### config.mk
export PLATFORM = sky130hd
export DESIGN_NAME = pad_cfg_ctrl_flat
export DESIGN_NICKNAME = d
export VERILOG_FILES = /design/src/rtl/pad_cfg_ctrl_pkg.sv /design/src/rtl/pad_cfg_ctrl_if.sv /design/src/rtl/pad_cfg_ctrl_sync_bits.sv /design/src/rtl/pad_cfg_ctrl.sv /design/src/flat_wrapper.sv
export SDC_FILE = /design/constraint.sdc
export NUM_CORES = 1
export LEC_CHECK = 0
export ABC_AREA = 1
export BUFFER_PORTS_ARGS = -buffer_cell sky130_fd_sc_hd__buf_2
export CAP_MARGIN = 20
export CORE_UTILIZATION = 31
export DETAILED_ROUTE_END_ITERATION = 8
export GPL_ROUTABILITY_DRIVEN = 0
export MAX_ROUTING_LAYER = met4
export PLACE_DENSITY_LB_ADDON = 0.15
export SLEW_MARGIN = 20
export SYNTH_ARGS = -nofsm -noshare
export SYNTH_HDL_FRONTEND = slang
export SYNTH_SLANG_ARGS = --single-unit
### constraint.sdc
create_clock -name clk -period 1.85 [get_ports clk]
set_input_delay 0.185 -clock clk [delete_from_list [all_inputs] [get_ports clk]]
set_output_delay 0.185 -clock clk [all_outputs]
set_load 0.01 [all_outputs]
### src/rtl/pad_cfg_ctrl_pkg.sv
// Shared types and constants for the pad ring configuration controller:
// FSM states, per-pad field layout and the safe power-up pad settings.
package pad_cfg_pkg;

  typedef enum logic [1:0] {
    ST_IDLE   = 2'd0,
    ST_SHIFT  = 2'd1,
    ST_COMMIT = 2'd2
  } state_e;

  localparam int BIDIR_CFG_W = 6;
  localparam int INPUT_CFG_W = 2;

  localparam int F_OE = 0;
  localparam int F_CS = 1;
  localparam int F_SL = 2;
  localparam int F_IE = 3;
  localparam int F_PU = 4;
  localparam int F_PD = 5;

  localparam int F_IN_PU = 0;
  localparam int F_IN_PD = 1;

  // Power-up state keeps every bidir pad an input, pulled down, so nothing drives the board.
  localparam logic [BIDIR_CFG_W-1:0] BIDIR_SAFE = 6'b10_1000;
  localparam logic [INPUT_CFG_W-1:0] INPUT_SAFE = 2'b00;

endpackage

### src/rtl/pad_cfg_ctrl_if.sv
// Serial configuration port of the pad controller: shift/commit requests
// from the configuration master and status returned by the controller.
interface pad_cfg_ctrl_if;

  logic cfg_shift;
  logic cfg_sin;
  logic cfg_commit;
  logic cfg_sout;
  logic cfg_busy;
  logic cfg_valid;
  logic cfg_err;

  modport master (
    output cfg_shift, cfg_sin, cfg_commit,
    input  cfg_sout, cfg_busy, cfg_valid, cfg_err
  );

  modport slave (
    input  cfg_shift, cfg_sin, cfg_commit,
    output cfg_sout, cfg_busy, cfg_valid, cfg_err
  );

endinterface

### src/rtl/pad_cfg_ctrl_sync_bits.sv
// Multi-stage flop synchroniser bringing asynchronous pad inputs into the
// core clock domain; output lags the input by exactly STAGES clock edges.
module sync_bits #(
  parameter int WIDTH  = 1,
  parameter int STAGES = 2
) (
  input  logic             clk,
  input  logic             rst_n,
  input  logic [WIDTH-1:0] i_d,
  output logic [WIDTH-1:0] o_q
);

  logic [STAGES-1:0][WIDTH-1:0] r_stage;

  always_ff @(posedge clk or negedge rst_n) begin
    if (!rst_n) begin
      r_stage <= '0;
    end else begin
      r_stage <= {r_stage[STAGES-2:0], i_d};
    end
  end

  assign o_q = r_stage[STAGES-1];

endmodule

### src/rtl/pad_cfg_ctrl.sv
// Pad ring configuration: serial shadow chain with length-checked commit into
// active pad controls, plus synchronisation of pad Y inputs into the core domain.
module pad_cfg_ctrl
  import pad_cfg_pkg::*;
#(
  parameter int NUM_BIDIR_PADS = 16,
  parameter int NUM_INPUT_PADS = 12,
  parameter int SYNC_STAGES    = 2
) (
  input  logic                      clk,
  input  logic                      rst_n,
  pad_cfg_ctrl_if.slave             cfg,
  input  logic [NUM_BIDIR_PADS-1:0] i_core_out,
  input  logic [NUM_BIDIR_PADS-1:0] i_core_oe,
  output logic [NUM_BIDIR_PADS-1:0] o_core_in,
  output logic [NUM_INPUT_PADS-1:0] o_input_in,
  input  logic [NUM_BIDIR_PADS-1:0] i_bidir_y,
  input  logic [NUM_INPUT_PADS-1:0] i_input_y,
  output logic [NUM_BIDIR_PADS-1:0] o_bidir_a,
  output logic [NUM_BIDIR_PADS-1:0] o_bidir_oe,
  output logic [NUM_BIDIR_PADS-1:0] o_bidir_cs,
  output logic [NUM_BIDIR_PADS-1:0] o_bidir_sl,
  output logic [NUM_BIDIR_PADS-1:0] o_bidir_ie,
  output logic [NUM_BIDIR_PADS-1:0] o_bidir_pu,
  output logic [NUM_BIDIR_PADS-1:0] o_bidir_pd,
  output logic [NUM_INPUT_PADS-1:0] o_input_pu,
  output logic [NUM_INPUT_PADS-1:0] o_input_pd
);

  localparam int NB = NUM_BIDIR_PADS;
  localparam int NI = NUM_INPUT_PADS;
  localparam int BW = BIDIR_CFG_W * NB;
  localparam int IW = INPUT_CFG_W * NI;
  localparam int L  = BW + IW;
  localparam int CW = $clog2(L + 2);

  localparam logic [CW-1:0] COUNT_FULL = CW'(L);
  localparam logic [CW-1:0] COUNT_SAT  = CW'(L + 1);

  state_e        r_state;
  state_e        w_next_state;
  logic [CW-1:0] r_count;
  logic [CW-1:0] w_count_next;
  logic [L-1:0]  r_chain;
  logic          r_sout;
  logic          r_valid;
  logic          r_err;
  logic [BW-1:0] r_act_bidir;
  logic [IW-1:0] r_act_input;
  logic          w_do_shift;
  logic          w_reject;
  logic          w_do_commit;

  always_ff @(posedge clk or negedge rst_n) begin
    if (!rst_n) begin
      r_state <= ST_IDLE;
    end else begin
      r_state <= w_next_state;
    end
  end

  // A commit is only honoured when exactly L bits were shifted since the last exit to IDLE.
  always_comb begin
    w_next_state = r_state;
    w_count_next = r_count;
    w_do_shift   = 1'b0;
    w_reject     = 1'b0;
    w_do_commit  = 1'b0;
    case (r_state)
      ST_IDLE: begin
        if (cfg.cfg_shift) begin
          w_do_shift   = 1'b1;
          w_reject     = cfg.cfg_commit;
          w_count_next = CW'(1);
          w_next_state = ST_SHIFT;
        end else if (cfg.cfg_commit) begin
          w_reject = 1'b1;
        end
      end
      ST_SHIFT: begin
        if (cfg.cfg_shift) begin
          w_do_shift   = 1'b1;
          w_reject     = cfg.cfg_commit;
          w_count_next = (r_count == COUNT_SAT) ? r_count : r_count + CW'(1);
        end else if (cfg.cfg_commit) begin
          if (r_count == COUNT_FULL) begin
            w_next_state = ST_COMMIT;
          end else begin
            w_reject     = 1'b1;
            w_count_next = '0;
            w_next_state = ST_IDLE;
          end
        end
      end
      ST_COMMIT: begin
        w_do_commit  = 1'b1;
        w_count_next = '0;
        w_next_state = ST_IDLE;
      end
      default: begin
        w_count_next = '0;
        w_next_state = ST_IDLE;
      end
    endcase
  end

  always_ff @(posedge clk or negedge rst_n) begin
    if (!rst_n) begin
      r_count     <= '0;
      r_chain     <= '0;
      r_sout      <= 1'b0;
      r_valid     <= 1'b0;
      r_err       <= 1'b0;
      r_act_bidir <= {NB{BIDIR_SAFE}};
      r_act_input <= {NI{INPUT_SAFE}};
    end else begin
      r_count <= w_count_next;
      if (w_do_shift) begin
        r_chain <= {cfg.cfg_sin, r_chain[L-1:1]};
        r_sout  <= r_chain[0];
      end
      if (w_reject) begin
        r_err <= 1'b1;
      end
      if (w_do_commit) begin
        r_err       <= 1'b0;
        r_valid     <= 1'b1;
        r_act_bidir <= r_chain[BW-1:0];
        r_act_input <= r_chain[L-1:BW];
      end
    end
  end

  assign cfg.cfg_sout  = r_sout;
  assign cfg.cfg_busy  = (r_state != ST_IDLE);
  assign cfg.cfg_valid = r_valid;
  assign cfg.cfg_err   = r_err;

  // The core can only drive a pad the active config has enabled for output.
  always_comb begin
    o_bidir_oe = '0;
    o_bidir_cs = '0;
    o_bidir_sl = '0;
    o_bidir_ie = '0;
    o_bidir_pu = '0;
    o_bidir_pd = '0;
    o_input_pu = '0;
    o_input_pd = '0;
    for (int i = 0; i < NB; i++) begin
      o_bidir_oe[i] = r_act_bidir[i*BIDIR_CFG_W + F_OE] & i_core_oe[i];
      o_bidir_cs[i] = r_act_bidir[i*BIDIR_CFG_W + F_CS];
      o_bidir_sl[i] = r_act_bidir[i*BIDIR_CFG_W + F_SL];
      o_bidir_ie[i] = r_act_bidir[i*BIDIR_CFG_W + F_IE];
      o_bidir_pu[i] = r_act_bidir[i*BIDIR_CFG_W + F_PU];
      o_bidir_pd[i] = r_act_bidir[i*BIDIR_CFG_W + F_PD];
    end
    for (int j = 0; j < NI; j++) begin
      o_input_pu[j] = r_act_input[j*INPUT_CFG_W + F_IN_PU];
      o_input_pd[j] = r_act_input[j*INPUT_CFG_W + F_IN_PD];
    end
  end

  assign o_bidir_a = i_core_out;

  sync_bits #(
    .WIDTH  (NB),
    .STAGES (SYNC_STAGES)
  ) u_sync_bidir (
    .clk   (clk),
    .rst_n (rst_n),
    .i_d   (i_bidir_y),
    .o_q   (o_core_in)
  );

  sync_bits #(
    .WIDTH  (NI),
    .STAGES (SYNC_STAGES)
  ) u_sync_input (
    .clk   (clk),
    .rst_n (rst_n),
    .i_d   (i_input_y),
    .o_q   (o_input_in)
  );

endmodule
### src/flat_wrapper.sv
// flat-port wrapper written by rule: the top's interface ports become plain ports
module pad_cfg_ctrl_flat import pad_cfg_pkg::*;
#(
  parameter int NUM_BIDIR_PADS = 16,
  parameter int NUM_INPUT_PADS = 12,
  parameter int SYNC_STAGES    = 2
)
  (clk, rst_n, i_core_out, i_core_oe, o_core_in, o_input_in, i_bidir_y, i_input_y, o_bidir_a, o_bidir_oe, o_bidir_cs, o_bidir_sl, o_bidir_ie, o_bidir_pu, o_bidir_pd, o_input_pu, o_input_pd, cfg_cfg_shift, cfg_cfg_sin, cfg_cfg_commit, cfg_cfg_sout, cfg_cfg_busy, cfg_cfg_valid, cfg_cfg_err);
  pad_cfg_ctrl_if cfg_i ();
  input  logic clk;
  input  logic rst_n;
  input  logic [NUM_BIDIR_PADS-1:0] i_core_out;
  input  logic [NUM_BIDIR_PADS-1:0] i_core_oe;
  output logic [NUM_BIDIR_PADS-1:0] o_core_in;
  output logic [NUM_INPUT_PADS-1:0] o_input_in;
  input  logic [NUM_BIDIR_PADS-1:0] i_bidir_y;
  input  logic [NUM_INPUT_PADS-1:0] i_input_y;
  output logic [NUM_BIDIR_PADS-1:0] o_bidir_a;
  output logic [NUM_BIDIR_PADS-1:0] o_bidir_oe;
  output logic [NUM_BIDIR_PADS-1:0] o_bidir_cs;
  output logic [NUM_BIDIR_PADS-1:0] o_bidir_sl;
  output logic [NUM_BIDIR_PADS-1:0] o_bidir_ie;
  output logic [NUM_BIDIR_PADS-1:0] o_bidir_pu;
  output logic [NUM_BIDIR_PADS-1:0] o_bidir_pd;
  output logic [NUM_INPUT_PADS-1:0] o_input_pu;
  output logic [NUM_INPUT_PADS-1:0] o_input_pd;
  input wire logic [$bits(cfg_i.cfg_shift)-1:0] cfg_cfg_shift;
  input wire logic [$bits(cfg_i.cfg_sin)-1:0] cfg_cfg_sin;
  input wire logic [$bits(cfg_i.cfg_commit)-1:0] cfg_cfg_commit;
  output wire logic [$bits(cfg_i.cfg_sout)-1:0] cfg_cfg_sout;
  output wire logic [$bits(cfg_i.cfg_busy)-1:0] cfg_cfg_busy;
  output wire logic [$bits(cfg_i.cfg_valid)-1:0] cfg_cfg_valid;
  output wire logic [$bits(cfg_i.cfg_err)-1:0] cfg_cfg_err;
  assign cfg_i.cfg_shift = cfg_cfg_shift;
  assign cfg_i.cfg_sin = cfg_cfg_sin;
  assign cfg_i.cfg_commit = cfg_cfg_commit;
  assign cfg_cfg_sout = cfg_i.cfg_sout;
  assign cfg_cfg_busy = cfg_i.cfg_busy;
  assign cfg_cfg_valid = cfg_i.cfg_valid;
  assign cfg_cfg_err = cfg_i.cfg_err;
  pad_cfg_ctrl #(.NUM_BIDIR_PADS(NUM_BIDIR_PADS), .NUM_INPUT_PADS(NUM_INPUT_PADS), .SYNC_STAGES(SYNC_STAGES)) u_core (.clk(clk), .rst_n(rst_n), .cfg(cfg_i), .i_core_out(i_core_out), .i_core_oe(i_core_oe), .o_core_in(o_core_in), .o_input_in(o_input_in), .i_bidir_y(i_bidir_y), .i_input_y(i_input_y), .o_bidir_a(o_bidir_a), .o_bidir_oe(o_bidir_oe), .o_bidir_cs(o_bidir_cs), .o_bidir_sl(o_bidir_sl), .o_bidir_ie(o_bidir_ie), .o_bidir_pu(o_bidir_pu), .o_bidir_pd(o_bidir_pd), .o_input_pu(o_input_pu), .o_input_pd(o_input_pd));
endmodule
### Word level (Yosys, flattened, before mapping)

Index checks and enable logic that the tools add are counted.
W data, S select, Z words.

* flip-flop bits (word level): 308
* input port bits: 65
* output and inout port bits: 168
* logic and storage cells: 67

* $add $sub $neg: 1
* eq/ne operators: 10
* multiplexer cells: 22
* bitwise logic cells: 16
* reductions and logical operators: 6

Operator list (count)
* $mux W7: 5
* $and A1 B1 Y1: 16
* $eq A7 B7 Y1 const B: 2
* $pmux W7 S2: 1
* $mux W1: 10
* $ne A3 B3 Y1 const B: 3
* $mux W2: 4
* $add A7 B1 Y7 const B: 1
* $ne A2 B2 Y1 const B: 3
* $pmux W2 S2: 1
* $reduce_and A4 Y1: 1
* $reduce_bool A2 Y1: 2
* $reduce_and A3 Y1: 1
* $eq A2 B1 Y1 const B: 1
* $eq A2 B2 Y1 const B: 1
* $logic_not A2 Y1: 1
* $pmux W1 S2: 1
* $reduce_or A2 Y1: 1

### Depth between registers and ports, before layout

Gate-level depths: netlist of run 1.

* word-level depth: 7
* gate-level depth with buffers: 9
* gate-level depth less buffers: 9

### Hierarchy

From an unflattened synthesis of run 1, not the netlist that was laid out.

* cells, all modules: 1211
* area total of the unflattened synthesis: 12066.6 sq um

Modules (own cells, without submodules)
* pad_cfg_ctrl: instances 1, cells an instance 1127, area each 10455.0 sq um, seq. area each 6346.1 sq um
* sync_bits (u_core.u_sync_bidir): instances 1, cells an instance 48, area each 920.9 sq um, seq. area each 800.8 sq um
* sync_bits (u_core.u_sync_input): instances 1, cells an instance 36, area each 690.7 sq um, seq. area each 600.6 sq um

### Least setup slack after synthesis of run 1

OpenSTA, ideal clock, no wires.

* path kind: register -> register
* start: register u_core.r_count[0]
* end: register u_core.r_count[5]
* setup time: 116 ps
* arrival time: 1162 ps
* required time: 1734 ps
* path slack: 572 ps
* cell stages (with the launch flop): 9
* path buffers: 0
* clock period less this slack: 1278 ps
* cells stage by stage: dfrtp_1 -> inv_1 -> ha_1 -> nand3_1 -> nor2_1 -> o21ai_0 -> nand2_2 -> nand2_1 -> nand2_1

* word-level cells in the longest chain between the ends: 4
* elaborated cells on any way between the ends: 9
* classes of those cells: 1 x add/sub; 4 x eq/ne; 3 x mux; 1 x reduce/logical

RTL lines
* start: declaration: line pad_cfg_ctrl.sv:42 `logic [CW-1:0] r_count;`
* start signal: assignment: line pad_cfg_ctrl.sv:117 `r_count <= w_count_next;`
* $add A7 B1 Y7: line pad_cfg_ctrl.sv:84 `w_count_next = (r_count == COUNT_SAT) ? r_count : r_count + CW'(1);`
* $mux W7: line pad_cfg_ctrl.sv:84
* $mux W7: line pad_cfg_ctrl.sv:81 `if (cfg.cfg_shift) begin`
* $pmux W7 S2: line pad_cfg_ctrl.sv:69 `case (r_state)`

Parallel ways exist; a longest one is shown, timed or not. The select of a mux whose other input is x is not followed.
A chain may end at the register's enable or synchronous reset.

### Worst setup path after layout of run 1

* start: register u_core.r_state[1]
* end: output cfg_cfg_busy

* word-level cells in the longest chain between the ends: 1

RTL lines
* start: declaration: line pad_cfg_ctrl.sv:40 `state_e r_state;`
* start signal: assignment: line pad_cfg_ctrl.sv:58 `r_state <= w_next_state;`
* $reduce_bool A2 Y1: line pad_cfg_ctrl.sv:135 `assign cfg.cfg_busy = (r_state != ST_IDLE);`
* end: declaration: line flat_wrapper.sv:31 `output wire logic [$bits(cfg_i.cfg_busy)-1:0] cfg_cfg_busy;`

No other way between the ends.

==> reports/metrics.cfg, run 1 <==
[logic_synthesis]
dominant_combinational_cell_family_by_area_after_synthesis = buffers and inverters
synth_fp_nets = 1282
number_of_flip_flops_and_latches_in_the_synthesized_netlist = 308
ys_dominant_reg_cell = sky130_fd_sc_hd__dfrtp_1
synthTopCellsByCount = 293 x sky130_fd_sc_hd__nand2_1, 276 x sky130_fd_sc_hd__dfrtp_1, 146 x sky130_fd_sc_hd__inv_1, 144 x sky130_fd_sc_hd__buf_4, 130 x sky130_fd_sc_hd__o21ai_1
ys.warnings.count = 0
yosysUniqueCellTypes = 25
post_synth_xor_area_fraction_pct = 0
share_of_the_synthesized_area_in_compound_gates_ao_oa_aoi_oai_pct = 10.2
synth_mux_area_share_pct = 0
synthesis.instances = 1214
avgSynthCellArea_um2 = 10.0
synth_edf_count = 0
post_synth_and_or_nand_nor_area_fraction_pct = 10.5
synth_seq_area_share_pct = 63.6
synth.cell_area_um2 = 12200
yosys.area.top_type_share_pct = 56.7
synth_top_cells_by_area = sky130_fd_sc_hd__dfrtp_1 57%, sky130_fd_sc_hd__nand2_1 9.0%, sky130_fd_sc_hd__buf_4 8.9%
synthDominantAreaCellType = sky130_fd_sc_hd__dfrtp_1
yosys.area_share.adder_pct = 0.308
asyncSetResetFlopFracSynth_pct = 100
synthMostInstantiatedCell = sky130_fd_sc_hd__nand2_1

[sta]
final.period_utilization_pct = 86.2
achievable-frequency_mhz = 627
max_slew_margin_pct = 77.3
timing.final.crit_period_ps = 1590
skew_ps = 13.5
count_of_final_max_slew_check_failures = 0
hold_viol = 0
totalNegativeSetupSlack_ps = 0
final-setup-viol-count = 0
unrepaired_setup_endpoints_after_global_routing = no
worstMarginPinSlew_ps = 341

[placement]
numPortBuffers = 200
place_hpwl_um = 15300
postPlaceCellArea_um2 = 12800

[grt]
grt_start_max_net_pins = 85
grt_pass1_vias = 7548
grt_usage_pct = 12.7
antenna_found_initial = 0
wire_length_of_the_first_global_routing_pass_um = 40100
overflow = 0

[flow_run]
drv.max_cap_violation_count = 0

[floorplanning]
core.rowCount = 72
dieWidth_um = 200
start_util_pct = 31.5
boundaryPins = 233
die_height_um = 200
core-area_um2 = 38700
floorplan.die_area_um2 = 40100

[power]
share_clk_of_total_power_pct = 47.6
power.combinational.fraction_pct = 4.2
power_leakage_nw = 6.80
total_net_switching_power_mw = 3.28
ir_drop_mv = 0.471
p_sw_share_pct = 22.5
internal_power_mw = 11.3
pwr-share-seq_pct = 48.1
cellPowerDensity_nw_per_um2 = 1020

[worst_setup_path]
critical_path.max_fanout = 7
r2r_end = u_core.r_count[6]
start_kind = flip-flop
cp.arrival_ps = 1410
crit_buf_inv = 2
worstSetupPathType = reg -> out
r2r_cells = 8
r2r_setup_slack_ps = 370
cpPeakStageDelay_ps = 390
timing.critical_path.max_delay_family = flip-flops
timing.critical_path.cells = inv_2, nand2_1, buf_2
crit-reg2reg-launch = u_core.r_count[0]
setup.worst_path.end_class = primary output
critPathSlowestCell = sky130_fd_sc_hd__dfrtp_1
cp_data_required_time_ps = 1660

[routing]
dr_total_vias = 7723
routed_via_density = 4.14
first_iter_violations = 314
avgRoutedWirePerCell_um = 12.9
totalWireLength_um = 24100
ant_nets = 0
route.detailed.drc = 0
drt_first_pass_iters = 6

[clock_tree]
clock_tree.root_cell = sky130_fd_sc_hd__clkbuf_16
worst_setup_hold_path_clk_slew_ps = 60
cts_tree = yes
clock-sinks = 308
quantity_of_gates_resized_following_cts = 0
ctsHtreeMaxLevel = 2
clk_path_buf_depth = 3
worstSkewPairLatency_ps = 540
cts_inserted_buffers = 37

[outcome]
run_status = complete, no violations

[finish]
final_cell_area_um2 = 14300
nNetsFinal = 1390
share_of_layout_cells_above_drive_strength_1_pct = 23.1
synthToLayoutAreaGrowth_pct = 17.1
fillers = 3971
antennaDiodeCount = 0
seqCellArea_um2 = 7750
multiInputGateArea_um2 = 2570

[min_path]
hold_path.class = in -> reg
origin_of_the_worst_min_delay_path = cfg_cfg_shift
worst_hold_path.endpoint = u_core.r_count[1]
timing.hold.worst_path_depth = 5

==> power by group through the flow <==
| stage | Sequential, mW | Combinational [mW] | Clock [mW] |
|---|---|---|---|
| final | 7.00 | 0.618 | 6.94 |
| after global routing | 7.02 | 0.715 | 7.52 |
| after CTS | 7.00 | 0.646 | 7.26 |
| after detailed placement | 7.12 | 0.593 | 0 |
| after global placement | 7.11 | 0.591 | 0 |
| after floorplan | 7.10 | 0.370 | 0 |
==> flip-flops by register name, summed over array words and instances, names as in the netlist <==
register	count
u_core.r_state	2
u_core.r_act_bidir	96
u_core.u_sync_bidir.o_q	16
u_core.u_sync_input.o_q	12
u_core.cfg.cfg_valid	1
u_core.u_sync_input.r_stage	12
u_core.cfg.cfg_err	1
u_core.cfg.cfg_sout	1
u_core.r_act_input	24
u_core.r_chain	120
u_core.r_count	7
u_core.u_sync_bidir.r_stage	16
==> timing repair <==
item | in CTS | in global routing
buffers inserted | 0 | 0
hold endpoints to repair | 312 | 0
hold buffers | 31 | 0
==> worst max-delay path by stage <==
stage / end / depth (start not counted) / startpoint / slack, ps
after detailed placement: u_core.r_act_bidir[94] / 5 / u_core.r_state[1] / 350
after floorplan: u_core.r_count[5] / 8 / u_core.r_count[0] / 570
after CTS: cfg_cfg_busy / 3 / u_core.r_state[1] / 220
after global routing: cfg_cfg_busy / 3 / u_core.r_state[1] / 170
after global placement: u_core.r_act_input[3] / 5 / u_core.r_state[1] / 400
final: cfg_cfg_busy / 3 / u_core.r_state[1] / 260
==> metrics by stage <==
stage	hold slack, ps	cells	power [mW]	util [%]	setup WS [ps]
floorplan	-111	1214	7.47	-	572
detailed placement	107	1770	7.71	33.0	355
finish	98.8	1867	14.6	36.8	255
global placement	104	1770	7.71	33.0	403
global route	99.3	1867	15.3	36.8	173
CTS	56.1	1867	14.9	36.8	225
==> cell families (layout without fill, tap and decap cells) <==
kind of cell	after synthesis	in the layout
simple gates	329	329
buf+inv	327	462
flops	308	308
compound gates	247	247
fa+ha+maj	3	3
==> worst register-to-register path: stages (launching register included) <==
cell                      delay, ps
sky130_fd_sc_hd__dfrtp_1        430
sky130_fd_sc_hd__inv_1           90
sky130_fd_sc_hd__ha_1           200
sky130_fd_sc_hd__nand3_1         80
sky130_fd_sc_hd__nor2_1          60
sky130_fd_sc_hd__o21ai_0        210
sky130_fd_sc_hd__nand2_2        160
sky130_fd_sc_hd__nand2_1         90
sky130_fd_sc_hd__nand2_1         50
==> layer usage <==
metal	vias up	track usage [%]	part of all wire, %
li1	3879	-	-
met1	3627	17.0	48
met4	0	5.26	2.5
met5	-	-	0
met2	174	18.5	44
met3	43	2.96	4.9
==> cell type report <==
class	instances	share of cell area [%]
clock inverters	11	0.771
clock buffers	55	7.45
inverters	149	3.95
well taps	518	4.54
flip-flops and latches	308	54.3
multi-input cells	579	18.0
repair buffers	247	11.0
==> placed cells by master (no fill, tap or decap) <==
cell type                       Yosys  layout
sky130_fd_sc_hd__a21oi_1            1       1
sky130_fd_sc_hd__nand3_1           14      14
sky130_fd_sc_hd__nor2_1            13      13
sky130_fd_sc_hd__nor3_1             1       1
sky130_fd_sc_hd__dfrtp_1          276     276
sky130_fd_sc_hd__or2_2              1       1
sky130_fd_sc_hd__buf_12             0      10
sky130_fd_sc_hd__a21boi_1           1       1
sky130_fd_sc_hd__dfstp_2           32      32
sky130_fd_sc_hd__o21bai_1           2       2
sky130_fd_sc_hd__nand2_1          293     293
sky130_fd_sc_hd__nand2_2            3       2
sky130_fd_sc_hd__nor2_2             1       1
sky130_fd_sc_hd__clkinv_8           0       2
sky130_fd_sc_hd__clkinv_2           0       6
sky130_fd_sc_hd__o21ai_0          113     113
sky130_fd_sc_hd__inv_1            146     146
sky130_fd_sc_hd__nor2_4             1       1
sky130_fd_sc_hd__inv_6              0       2
sky130_fd_sc_hd__bufinv_16          0       1
sky130_fd_sc_hd__clkbuf_16          0      37
sky130_fd_sc_hd__dlygate4sd3_1      0      31
sky130_fd_sc_hd__inv_2              3       2
sky130_fd_sc_hd__buf_2              7     199
sky130_fd_sc_hd__clkbuf_8           0       7
sky130_fd_sc_hd__clkbuf_1          12      11
sky130_fd_sc_hd__buf_4            144       6
sky130_fd_sc_hd__nand4_1            1       1
sky130_fd_sc_hd__nand2_8            0       1
sky130_fd_sc_hd__buf_8              0       1
sky130_fd_sc_hd__o21ai_1          130     130
sky130_fd_sc_hd__ha_1               3       3
sky130_fd_sc_hd__nor4_1             1       1
sky130_fd_sc_hd__clkinv_4           0       1
Power figures use the tool's default switching activity.
==> run 2, diff against run 1 <==
--- a/config.mk
+++ b/config.mk
@@ -12,7 +12,6 @@
 export DETAILED_ROUTE_END_ITERATION = 8
 export GPL_ROUTABILITY_DRIVEN = 0
 export MAX_ROUTING_LAYER = met4
-export PLACE_DENSITY_LB_ADDON = 0.15
 export SLEW_MARGIN = 20
 export SYNTH_ARGS = -nofsm -noshare
 export SYNTH_HDL_FRONTEND = slang
==> run 2 against run 1 <==
Against the previous run:
- via count is 0.53% lower
- fmax is 5.0% higher
- clock power is 4.2% lower
- global-route usage is 0.68 points lower
- die area stayed put
- hold slack better by 2.6 ps
- flip-flop and latch count stayed put
- final area hardly changed
- cell count is 0.21% higher
- register-to-register slack hardly changed
==> reports/metrics.cfg, run 2 (synthesis results as in run 1) <==
[finish]
largest_register_ff_count = 120
antennaDiodeCount = 0
final_common_cell = sky130_fd_sc_hd__nand2_1
mostFrequentLayoutCells = 293 x sky130_fd_sc_hd__nand2_1, 276 x sky130_fd_sc_hd__dfrtp_1, 199 x sky130_fd_sc_hd__buf_2, 146 x sky130_fd_sc_hd__inv_1, 130 x sky130_fd_sc_hd__o21ai_1
nNetsFinal = 1395
synthToLayoutAreaGrowth_pct = 17.0
share_of_layout_cells_above_drive_strength_1_pct = 23.0
registers.top_by_ff_count = u_core.r_chain
biggestRegsByFlops = u_core.r_chain: 120 flops, u_core.r_act_bidir: 96 flops, u_core.r_act_input: 24 flops
finish.cell_count_without_fillers = 1871
fillers = 3880

[sta]
count_of_final_max_slew_check_failures = 0
skew_ps = 6.21
hold_ws_ps = 101
unrepaired_setup_endpoints_after_global_routing = no
final-setup-viol-count = 0
worstMarginPinSlew_ps = 532
final_critical_path_setup_slack_ps = 332
max_slew_margin_pct = 64.5
totalNegativeSetupSlack_ps = 0
hold_viol = 0
final.period_utilization_pct = 82.1
achievable-frequency_mhz = 659
timing.final.crit_period_ps = 1520

[routing]
routed_via_density = 4.11
avgRoutedWirePerCell_um = 12.1
first_iter_violations = 368
totalWireLength_um = 22700
drt_first_pass_iters = 4
route.detailed.drc = 0
dr_total_vias = 7682
ant_nets = 0

[worst_setup_path]
critical_path.max_fanout = 7
start_kind = flip-flop
setup.worst_path.end_class = primary output
worstSetupPathType = reg -> out
cp.arrival_ps = 1330
cp_data_required_time_ps = 1660

[floorplanning]
start_util_pct = 31.5
core.rowCount = 72
dieWidth_um = 200
floorplan.die_area_um2 = 40100
core-area_um2 = 38700
die_height_um = 200
boundaryPins = 233

[clock_tree]
ctsHtreeMaxLevel = 2
clk_path_buf_depth = 3
cts_tree = yes
post-cts-setup-buffers = 0
worstSkewPairLatency_ps = 530
worst_setup_hold_path_clk_slew_ps = 50
clock-sinks = 308
cts_inserted_buffers = 35
clock_tree.root_cell = sky130_fd_sc_hd__clkbuf_16

[placement]
place_hpwl_um = 14700
dp_cells = 1777
pre_cts_slack_ps = 350
numPortBuffers = 200

[grt]
grt_pass1_vias = 7566
antenna_found_initial = 0
grt_start_max_net_pins = 92
overflow = 0
grt_usage_pct = 12.0
wire_length_of_the_first_global_routing_pass_um = 38400

[power]
ir_drop_mv = 0.539
power_leakage_nw = 6.79
p_total_mw = 14.3
cellPowerDensity_nw_per_um2 = 1000

[outcome]
run_status = complete, no violations

[min_path]
hold_path.class = in -> reg

[flow_run]
drv.max_cap_violation_count = 0

-- run 2: cell types whose count changed in the layout (fill, tap and decap cells not counted), sizes merged --
| cell | delta |
|---|---|
| clkinv | -6 |
| clkbuf | +3 |
| buf | +7 |
-- run 2: metrics by stage --
step	utilization, %	cell area (um^2)
after global placement	33.2	12800
after global routing	36.8	14300
after floorplan	-	12200
after CTS	36.8	14300
after detailed placement	33.2	12800
final	36.8	14300
-- run 2: path summary, 6_finish.rpt --
| check | cells past startpoint | slack, ps | from | end |
|---|---|---|---|---|
| min in group asynchronous | 2 | 200 | rst_n | u_core.r_act_bidir[76] |
| min | 5 | 100 | cfg_cfg_shift | u_core.r_count[1] |
| max in group asynchronous | 3 | 940 | rst_n | u_core.r_act_bidir[29] |
| min reg2reg | 0 | 350 | u_core.u_sync_bidir.r_stage[0] | u_core.u_sync_bidir.o_q[0] |
| max | 3 | 330 | u_core.r_state[1] | cfg_cfg_busy |
| max reg2reg | 8 | 360 | u_core.r_count[0] | u_core.r_count[0] |
-- run 2: metal layers --
metal | vias up | routed length [um] | GRT usage [%]
met1 | 3579 | 10800 | 15.9
met2 | 179 | 10100 | 17.5
li1 | 3877 | - | -
met3 | 47 | 1240 | 3.09
met5 | - | 0 | -
met4 | 0 | 619 | 5.23
-- run 2: where the power goes --
group / internal [mW] / switching [mW] / total, mW
Combinational: 0.232 / 0.393 / 0.625
Sequential: 6.92 / 0.0819 / 7.00
Clock: 3.99 / 2.65 / 6.65
-- run 2: critical path: stages, from the launching register on --
cell and delay (ps):
sky130_fd_sc_hd__dfrtp_1 390, sky130_fd_sc_hd__inv_2 170, sky130_fd_sc_hd__nand2_1 110, sky130_fd_sc_hd__buf_2 150
-- run 2: timing repair --
action                    4_1_cts  5_1_grt
resized for setup               0        0
hold buffers                   31        0
hold endpoints to repair      110        0
-- run 2: final cells by class --
| cell class | count | area (um^2) | area share, % |
|---|---|---|---|
| Sequential cell | 308 | 7750 | 54.3 |
| Clock inverter | 5 | 65.1 | 0.456 |
| Inverter | 149 | 564 | 3.96 |
| Multi-Input combinational cell | 579 | 2570 | 18.0 |
| Timing Repair Buffer | 254 | 1620 | 11.4 |
| Tap cell | 518 | 648 | 4.54 |
| Clock buffer | 58 | 1040 | 7.32 |
==> run 3, diff against run 2 <==
==> constraint.sdc (replaced) <==
create_clock -name clk -period 1.3 [get_ports clk]
set_input_delay 0.13 -clock clk [delete_from_list [all_inputs] [get_ports clk]]
set_output_delay 0.13 -clock clk [all_outputs]
set_load 0.01 [all_outputs]
==> run 3 against run 2 <==
Against the previous run:
- hold slack improved by 5.3 ps
- global-route usage increased by 1.8 points
- core utilization grew 4.8 points
- the run now ends with setup timing left
- critical endpoint is now u_core.r_count[4]
- largest power group is now the clock network
- die area stayed put
- non-clock buffer count rose by 67
==> reports/metrics.cfg, run 3 (synthesis results as in run 1) <==
[routing]
totalWireLength_um = 28600
route.detailed.drc = 0
first_iter_violations = 519
ant_nets = 0
route.layer.met1.wl_um = 13200
met2_wirelength_um = 13400
dr_total_vias = 8365
dr_wl_met3_um = 1320
routed_via_density = 4.31
drt_first_pass_iters = 4
avgRoutedWirePerCell_um = 14.7
top_signal_layer_used = met4

[finish]
nNetsFinal = 1467
multiInputGateArea_um2 = 2960
antennaDiodeCount = 0
registers.top_by_ff_count = u_core.r_chain
share_of_layout_cells_above_drive_strength_1_pct = 32.8
fillers = 3698
final_cell_area_um2 = 16100
final_common_cell = sky130_fd_sc_hd__dfrtp_1
finish.cell_count_without_fillers = 1943
biggestRegsByFlops = u_core.r_chain: 120 flops, u_core.r_act_bidir: 96 flops, u_core.r_act_input: 24 flops
seqCellArea_um2 = 7750
synthToLayoutAreaGrowth_pct = 32.3
mostFrequentLayoutCells = 274 x sky130_fd_sc_hd__dfrtp_1, 266 x sky130_fd_sc_hd__nand2_1, 166 x sky130_fd_sc_hd__buf_2, 144 x sky130_fd_sc_hd__inv_1, 144 x sky130_fd_sc_hd__o21ai_1
largest_register_ff_count = 120

[sta]
unrepaired_setup_endpoints_after_global_routing = yes
timing.final.crit_period_ps = 1410
hold_viol = 0
count_of_final_max_slew_check_failures = 0
achievable-frequency_mhz = 707
skew_ps = 16.4
final_critical_path_setup_slack_ps = -115
max_slew_margin_pct = 72.8
totalNegativeSetupSlack_ps = -9270
final.period_utilization_pct = 109
hold_ws_ps = 107
worstMarginPinSlew_ps = 407
final-setup-viol-count = 222

[worst_setup_path]
crit_buf_inv = 2
worstSetupPathType = reg -> reg
critical_path.max_fanout = 7
cpPeakStageDelay_ps = 410
critPathSlowestCell = sky130_fd_sc_hd__dfrtp_1
cp.arrival_ps = 1830
setup.worst_path.end_class = flip-flop
cp_data_required_time_ps = 1710
critical-path-top-cell-by-count = sky130_fd_sc_hd__nand2_1
timing.critical_path.cells = inv_4, buf_4, nand2_8, nor2_4, nand2_1, nand2_2, nor2_4, nand2_1, nand2_1
timing.critical_path.max_delay_family = simple AND/OR/NAND/NOR gates
start_kind = flip-flop

[outcome]
failed_checks = setup timing
run_status = finished with violations

[power]
ir_drop_mv = 0.890
cellPowerDensity_nw_per_um2 = 1350
power_leakage_nw = 7.59

[clock_tree]
worst_setup_hold_path_clk_slew_ps = 60
clock_tree.root_cell = sky130_fd_sc_hd__clkbuf_16
clock-sinks = 308
cts_tree = yes
cts_inserted_buffers = 35
ctsHtreeMaxLevel = 2
worstSkewPairLatency_ps = 540
clk_path_buf_depth = 3

[min_path]
hold_path.class = in -> reg

[grt]
overflow = 0
grt_pass1_vias = 8283
wire_length_of_the_first_global_routing_pass_um = 43700
grt_start_max_net_pins = 80
antenna_found_initial = 0
grt_usage_pct = 13.9

[placement]
numPortBuffers = 200
place_hpwl_um = 15400
dp_cells = 1786
postPlaceCellArea_um2 = 12900

[floorplanning]
core.rowCount = 72
die_height_um = 200
boundaryPins = 233
core-area_um2 = 38700
floorplan.die_area_um2 = 40100
start_util_pct = 31.5
dieWidth_um = 200

[flow_run]
drv.max_cap_violation_count = 0

## run 3: cell types whose count changed in the layout (fill, tap and decap cells not counted), sizes merged
cell,previous run,this run
dlygate4sd3,31,33
bufinv,1,5
inv,150,153
buf,223,276
nand2,296,298
clkinvlp,0,1
clkinv,3,6
clkbuf,58,62
## run 3: per-layer routing
layer / global-route usage [%] / vias up
met4: 5.92 / 0
met5: - / -
met2: 20.9 / 221
met3: 3.09 / 49
met1: 17.9 / 4049
li1: - / 4046
## run 3: final timing paths
check,slack (ps),start,to,depth (start not counted)
max,-110,u_core.r_state[1],u_core.r_count[4],9
min,110,cfg_cfg_shift,u_core.r_chain[109],3
max reg2reg,-110,u_core.r_state[1],u_core.r_count[4],9
min reg2reg,350,u_core.u_sync_bidir.r_stage[13],u_core.u_sync_bidir.o_q[13],0
max in group asynchronous,310,rst_n,u_core.r_chain[49],3
min in group asynchronous,200,rst_n,u_core.r_act_bidir[69],2
## run 3: per-stage QoR
step	total power [mW]	setup slack, ps	utilization [%]
floorplan	10.6	22.0	-
global placement	11.0	-63.7	33.4
detailed placement	11.0	-173	33.4
CTS	22.1	-124	39.6
global route	22.7	-188	41.6
finish	21.8	-115	41.6
## run 3: repair_timing
item                                    CTS  global route
hold buffers                             33             0
gates resized for setup                  93           125
setup buffers                            24             8
endpoints found under the setup margin   88           274
gates cloned                             11            18
hold endpoints to repair                317             0
pin swaps                                25            24
## run 3: layout make-up
| type | instances | share of cell area, % |
|---|---|---|
| inverters | 149 | 3.60 |
| multi-input cells | 581 | 18.4 |
| well taps | 518 | 4.02 |
| clock inverters | 13 | 1.36 |
| repair inverters | 3 | 0.256 |
| flip-flops and latches | 308 | 48.0 |
| repair buffers | 321 | 17.8 |
| clock buffers | 50 | 6.59 |
## run 3: report_power, final
group | switching (mW) | leakage [nW] | internal [mW] | total (mW)
Combinational | 0.682 | 2.93 | 0.481 | 1.16
Clock | 3.99 | 0.629 | 6.73 | 10.7
Sequential | 0.122 | 4.02 | 9.85 | 9.97
Total | 4.79 | 7.59 | 17.1 | 21.8
## run 3: worst register-to-register path, delay by kind of cell, from the launching register on
kind | cells | cell delay, ps
and+or+nand+nor | 7 | 600
DFF | 1 | 410
buffers and inverters | 2 | 300
